==> src/rtl/posit_add_sched_pkg.sv <==
// Shared types and constants for the posit adder scheduler and later shared units.
package posit_add_sched_pkg;

    typedef enum logic [2:0] {
        IDLE,
        DEC,
        ALIGN,
        ADD,
        NORM,
        ENC,
        CAP,
        RESP
    } add_state_t;

    typedef logic [7:0] posit8_t;

    localparam posit8_t POSIT_ZERO = 8'h00;
    localparam posit8_t POSIT_NAR  = 8'h80;

endpackage

==> src/rtl/posit_add_sched_rr_arbiter.sv <==
// Combinational round-robin pick: first asserted request at or after ptr_i, wrapping.
module rr_arbiter #(
    parameter int N = 4,
    localparam int IW = $clog2(N)
) (
    input  logic [N-1:0]  req_i,
    input  logic [IW-1:0] ptr_i,
    output logic [N-1:0]  gnt_o,
    output logic [IW-1:0] idx_o
);

    logic          found;
    logic [IW-1:0] pos;
    int            sum;

    // Scan from the pointer upwards, wrapping at N, and keep the first hit.
    always_comb begin
        gnt_o = '0;
        idx_o = '0;
        found = 1'b0;
        pos   = '0;
        sum   = 0;
        for (int k = 0; k < N; k++) begin
            sum = int'(ptr_i) + k;
            if (sum >= N) begin
                sum = sum - N;
            end
            pos = IW'(sum);
            if (!found && req_i[pos]) begin
                found      = 1'b1;
                gnt_o[pos] = 1'b1;
                idx_o      = pos;
            end
        end
    end

endmodule

==> src/rtl/posit_add_sched.sv <==
// Round-robin front end that time-shares one staged posit adder between requesters.
//
// state | meaning
// IDLE  | waiting for a request; grant offered combinationally
// DEC   | datapath decode stage enabled
// ALIGN | datapath align stage enabled
// ADD   | datapath add stage enabled
// NORM  | datapath normalise stage enabled
// ENC   | datapath encode stage enabled
// CAP   | dp_result is valid; capture it
// RESP  | result presented until the consumer accepts it
module posit_add_sched
    import posit_add_sched_pkg::*;
#(
    parameter int NREQ  = 4,
    parameter int WIDTH = 7,
    parameter int EN    = 1
) (
    input  logic                      clk,
    input  logic                      rst_n,
    input  logic [NREQ-1:0]           req_valid,
    output logic [NREQ-1:0]           req_ready,
    input  logic [NREQ*(WIDTH+1)-1:0] req_a,
    input  logic [NREQ*(WIDTH+1)-1:0] req_b,
    output logic [WIDTH:0]            dp_a,
    output logic [WIDTH:0]            dp_b,
    output logic [4:0]                dp_stage_en,
    input  logic [WIDTH:0]            dp_result,
    output logic                      rsp_valid,
    input  logic                      rsp_ready,
    output logic [WIDTH:0]            rsp_result,
    output logic [$clog2(NREQ)-1:0]   rsp_id,
    output logic                      busy
);

    localparam int IW = $clog2(NREQ);
    localparam int PW = WIDTH + 1;
    localparam logic [WIDTH:0] ZERO_W = '0;
    localparam logic [WIDTH:0] NAR_W  = {1'b1, {WIDTH{1'b0}}};

    // es is consumed by the datapath only; reject settings it cannot encode.
    if (NREQ < 2 || EN < 0 || EN > WIDTH - 2) begin : g_bad_cfg
        $error("posit_add_sched: unsupported NREQ/EN configuration");
    end

    add_state_t      state_q, state_d;
    logic [IW-1:0]   rr_ptr_q;
    logic [IW-1:0]   id_q;
    logic [WIDTH:0]  a_q, b_q, res_q, res_d;
    logic [NREQ-1:0] gnt;
    logic [IW-1:0]   gnt_idx;
    logic [WIDTH:0]  a_arr [NREQ];
    logic [WIDTH:0]  b_arr [NREQ];
    logic [WIDTH:0]  a_sel, b_sel, sc_res;
    logic            sc_hit, hs;

    for (genvar i = 0; i < NREQ; i++) begin : g_unpack
        assign a_arr[i] = req_a[i*PW +: PW];
        assign b_arr[i] = req_b[i*PW +: PW];
    end

    rr_arbiter #(.N(NREQ)) u_arb (
        .req_i (req_valid),
        .ptr_i (rr_ptr_q),
        .gnt_o (gnt),
        .idx_o (gnt_idx)
    );

    assign a_sel = a_arr[gnt_idx];
    assign b_sel = b_arr[gnt_idx];

    // Zero/NaR operands bypass the datapath entirely; NaR dominates zero.
    always_comb begin
        sc_hit = (a_sel == NAR_W) || (b_sel == NAR_W) ||
                 (a_sel == ZERO_W) || (b_sel == ZERO_W);
        if ((a_sel == NAR_W) || (b_sel == NAR_W)) begin
            sc_res = NAR_W;
        end else if (a_sel == ZERO_W) begin
            sc_res = b_sel;
        end else begin
            sc_res = a_sel;
        end
    end

    // Next state, grant, stage enables and result capture.
    always_comb begin
        state_d     = state_q;
        req_ready   = '0;
        hs          = 1'b0;
        res_d       = res_q;
        rsp_valid   = 1'b0;
        dp_stage_en = '0;
        case (state_q)
            IDLE: begin
                // Gated by rst_n so the grant is quiet while held in reset.
                if (rst_n) begin
                    req_ready = gnt;
                end
                hs = |(req_valid & req_ready);
                if (hs) begin
                    if (sc_hit) begin
                        state_d = RESP;
                        res_d   = sc_res;
                    end else begin
                        state_d = DEC;
                    end
                end
            end
            DEC: begin
                dp_stage_en = 5'b00001;
                state_d     = ALIGN;
            end
            ALIGN: begin
                dp_stage_en = 5'b00010;
                state_d     = ADD;
            end
            ADD: begin
                dp_stage_en = 5'b00100;
                state_d     = NORM;
            end
            NORM: begin
                dp_stage_en = 5'b01000;
                state_d     = ENC;
            end
            ENC: begin
                dp_stage_en = 5'b10000;
                state_d     = CAP;
            end
            CAP: begin
                res_d   = dp_result;
                state_d = RESP;
            end
            RESP: begin
                rsp_valid = 1'b1;
                if (rsp_ready) begin
                    state_d = IDLE;
                end
            end
            default: state_d = IDLE;
        endcase
    end

    // State, round-robin pointer, operand latches and response register.
    always_ff @(posedge clk or negedge rst_n) begin
        if (!rst_n) begin
            state_q  <= IDLE;
            rr_ptr_q <= '0;
            a_q      <= '0;
            b_q      <= '0;
            id_q     <= '0;
            res_q    <= '0;
        end else begin
            state_q <= state_d;
            res_q   <= res_d;
            if (hs) begin
                a_q      <= a_sel;
                b_q      <= b_sel;
                id_q     <= gnt_idx;
                rr_ptr_q <= (gnt_idx == IW'(NREQ - 1)) ? '0 : gnt_idx + IW'(1);
            end
        end
    end

    assign dp_a       = a_q;
    assign dp_b       = b_q;
    assign rsp_result = res_q;
    assign rsp_id     = id_q;
    assign busy       = (state_q != IDLE);

endmodule

==> config.mk <==
export PLATFORM = sky130hd
export DESIGN_NAME = posit_add_sched
export DESIGN_NICKNAME = d
export VERILOG_FILES = /design/src/rtl/posit_add_sched_pkg.sv /design/src/rtl/posit_add_sched_rr_arbiter.sv /design/src/rtl/posit_add_sched.sv
export SDC_FILE = /design/constraint.sdc
export NUM_CORES = 1
export LEC_CHECK = 0
export CAP_MARGIN = 20
export CORE_UTILIZATION = 43
export DETAILED_ROUTE_END_ITERATION = 7
export GPL_TIMING_DRIVEN = 0
export PLACE_DENSITY = 0.82
export SLEW_MARGIN = 5
export SYNTH_ARGS = -nofsm -noshare
export SYNTH_HDL_FRONTEND = slang
export SYNTH_SLANG_ARGS = --single-unit
==> constraint.sdc <==
create_clock -name clk -period 5.5 [get_ports clk]
set_input_delay 1.375 -clock clk [delete_from_list [all_inputs] [get_ports clk]]
set_output_delay 1.375 -clock clk [all_outputs]
set_load 0.01 [all_outputs]
==> impl_metrics.json, run 1 <==
{
  "tritoncts": "yes",
  "n_antenna_cell": 0,
  "die-area_um2": 6450,
  "met1_usage": 0.332,
  "clk_pin_slew_ns": 0.06,
  "post-synth-top-area-cell": "dfrtp_1",
  "dp.final_hpwl_um": 6410,
  "drc": 0,
  "cp.arrival_ns": 3.99,
  "min-delay-start": "dp_b[1]",
  "avgRoutedWirePerCell_um": 16.6,
  "endpoint_kind": "output port",
  "peakVddDrop_uv": 328,
  "ys_ff_latch": 31,
  "ant_nets": 0,
  "p_leak_nw": 1.64,
  "initial_core_util": 0.445,
  "hold_class": "flip-flop to flip-flop",
  "ys.flop_type": "dfrtp_1",
  "period_minus_slack_ns": 5.36,
  "cp.required_ns": 4.12,
  "synth_top_area_frac": 0.294,
  "rsz0062_at_grt": "no",
  "drive_gt1_frac": 0.122,
  "antenna_found_initial": 0,
  "startpoint_type": "primary input",
  "worstRegToRegCells": 15,
  "cts_root_buf": "clkbuf_8",
  "finalNetCount": 512,
  "syn_inst": 300,
  "skew_ns": 0.00332,
  "holdPathEnd": "dp_b[1]",
  "die_height_um": 80.3,
  "max_stage_delay_ns": 0.57,
  "synth_commonest_cells": "34 x nor2_1, 31 x dfrtp_1, 29 x nand2_1",
  "rrSetupSlack_ns": 0.56,
  "tightest_slew_ns": 1.10,
  "synth.net_count": 387,
  "cp_slowest_cell": "mux4_2",
  "r2r_end": "rsp_result[6]",
  "worst_slew_margin_rel": 0.264,
  "synth_edf_count": 0,
  "grt_use_met3": 0.0523,
  "drv_slew": 0,
  "finalWeightedCongestion": 0.864,
  "synthArstFlopShare": 1.00,
  "crit_chain": "clkdlybuf4s50_1 > clkbuf_1 > mux4_2 > clkbuf_2 > a221o_1 > a22oi_1 > nor2_1 > clkdlybuf4s50_1",
  "cts.sinks": 31,
  "grt_overflow": 0,
  "synth_area_um2": 2640,
  "io_buffers": 115,
  "post-synth-top-count-cell": "nor2_1",
  "clk-insertion-delay-late_ns": 0.27,
  "crit_type": "primary input to output port",
  "syn_avg_cell_area_um2": 8.79,
  "drt_wl_total_um": 8280,
  "core_um2": 5920,
  "p_per_area_nw_per_um2": 545,
  "num_rows": 28,
  "grt_usage": 0.250,
  "cts_buffers": 5,
  "yosysSeqAreaShare": 0.294,
  "met2_usage": 0.409,
  "global_route.peak_usage_layer": "met2",
  "whs_ns": 0.483,
  "vias": 2840,
  "synth.area.top_cells": "dfrtp_1 29%, mux4_2 9.4%, mux2_2 5.6%",
  "setup_viol": 0,
  "netlist-cell-type-count": 53,
  "crit_buf_inv": 4,
  "ys_warn_count": 0,
  "cp_top_family": "buffers and inverters",
  "die_width_um": 80.3,
  "postLayoutCoreUtil": 0.675,
  "cts_buffer_depth": 2,
  "grt_pass1_wl_um": 12500,
  "grt_max_degree": 36,
  "via_per_inst": 5.68,
  "fmax_mhz": 186,
  "cp_max_fo": 10,
  "hold_path_depth": 2,
  "finalCritPeriodShare": 0.975,
  "hold_viol": 0,
  "rr_startpoint": "rr_ptr_q[0]",
  "drtPass1Iterations": 7,
  "htreeDepth": 2,
  "max-cap-violations": 0,
  "status": "complete, no violations",
  "grt_pass1_vias": 2625,
  "cts_hold_buffers": 0,
  "drt_iter0_drc": 211,
  "crit_path_frequent_cell": "clkdlybuf4s50_1",
  "num_io_pins": 116,
  "area.growth.synth_to_final_pct": 51.5
}
-- cell type report --
class	count	area (µm²)
sequential	31	776
clock buffer	6	82.6
multi-input combinational	235	1710
inverter	10	37.5
clock inverter	1	5.00
timing repair buffer	119	1180
tap	75	93.8
fill	495	1930
buffer	23	114
-- where the power goes --
group / switching (mW) / internal, mW / total, mW
registers: 0.0658 / 0.330 / 0.396
logic: 0.831 / 0.773 / 1.60
clock network: 0.0815 / 0.0981 / 0.180
-- worst max path at each step --
stage	startpoint	end	slack (ns)	cells after the start
2_1_floorplan	req_valid[3]	rsp_result[7]	0.76	10
3_3_place_gp	req_valid[2]	req_ready[3]	-0.04	9
3_5_place_dp	req_valid[2]	req_ready[3]	-0.08	9
4_1_cts	req_valid[1]	req_ready[3]	0.04	9
5_1_grt	req_valid[1]	req_ready[1]	0.006	8
6_report	req_valid[1]	req_ready[1]	0.14	8
-- through the flow --
stage	TNS [ns]	area, µm²	setup slack, ns	power [mW]	std cells
5_1_grt	0	4000	0.00571	2.35	500
2_1_floorplan	0	2640	0.755	1.42	300
6_report	0	4000	0.136	2.18	500
3_3_place_gp	-0.0679	3880	-0.0355	1.92	490
3_5_place_dp	-0.323	3880	-0.0787	1.96	490
4_1_cts	0	3960	0.0373	2.15	496
-- logic make-up (layout without fill, tap and decap cells) --
| family | after synthesis | count (layout) | synth area share |
|---|---|---|---|
| compound gates | 83 | 83 | 0.217 |
| buf+inv | 34 | 159 | 0.0574 |
| fa+ha+maj | 8 | 8 | 0.0380 |
| simple gates | 111 | 111 | 0.210 |
| flops | 31 | 31 | 0.294 |
| mux | 32 | 32 | 0.180 |
| xor+xnor | 1 | 1 | 0.00332 |
-- worst register-to-register path, stage by stage (launching register included) --
cell and delay (ns):
dfrtp_1 0.45, buf_2 0.25, clkbuf_4 0.25, inv_1 0.14, ha_1 0.33, buf_6 0.14
mux4_2 0.44, nor2b_4 0.11, or4_4 0.54, nand2_4 0.18, mux4_2 0.57, or2_1 0.25
a2111o_1 0.42, o221ai_1 0.44, o21bai_1 0.21, a2bb2oi_1 0.09
-- state kept, by name, indices dropped and copies added (netlist names) --
| name | flops |
|---|---|
| rr_ptr_q | 2 |
| state_q | 3 |
| dp_a | 8 |
| rsp_result | 8 |
| rsp_id | 2 |
| dp_b | 8 |
-- what timing repair did --
item,CTS,global route
gates resized for setup,0,3
setup endpoints to repair,2,4
buffers inserted,0,4
-- cell usage in the layout (no fill, tap or decap), drive strengths merged, types with 11 or more instances in the layout --
cell             n
dfrtp           31
clkbuf          21
clkdlybuf4s50  114
mux4            11
nor2            34
o21ai           28
a21oi           12
nand2           30
buf             13
mux2            13
-- layer usage --
layer  wire (µm)  up-vias
met1        3410     1354
met5           0        -
met2        4100      120
li1            -     1354
met4         145        0
met3         616       12
No activity file was read; power rests on OpenSTA's default activity.
==> inputs of run 2 (changes only) <==
--- a/config.mk
+++ b/config.mk
@@ -7,6 +7,7 @@
 export LEC_CHECK = 0
 export CAP_MARGIN = 20
 export CORE_UTILIZATION = 43
+export CTS_CLUSTER_DIAMETER = 150
 export DETAILED_ROUTE_END_ITERATION = 7
 export GPL_TIMING_DRIVEN = 0
 export PLACE_DENSITY = 0.82
==> results of run 2 <==
No change in the layout: final DEF, timing and power equal those of run 1.
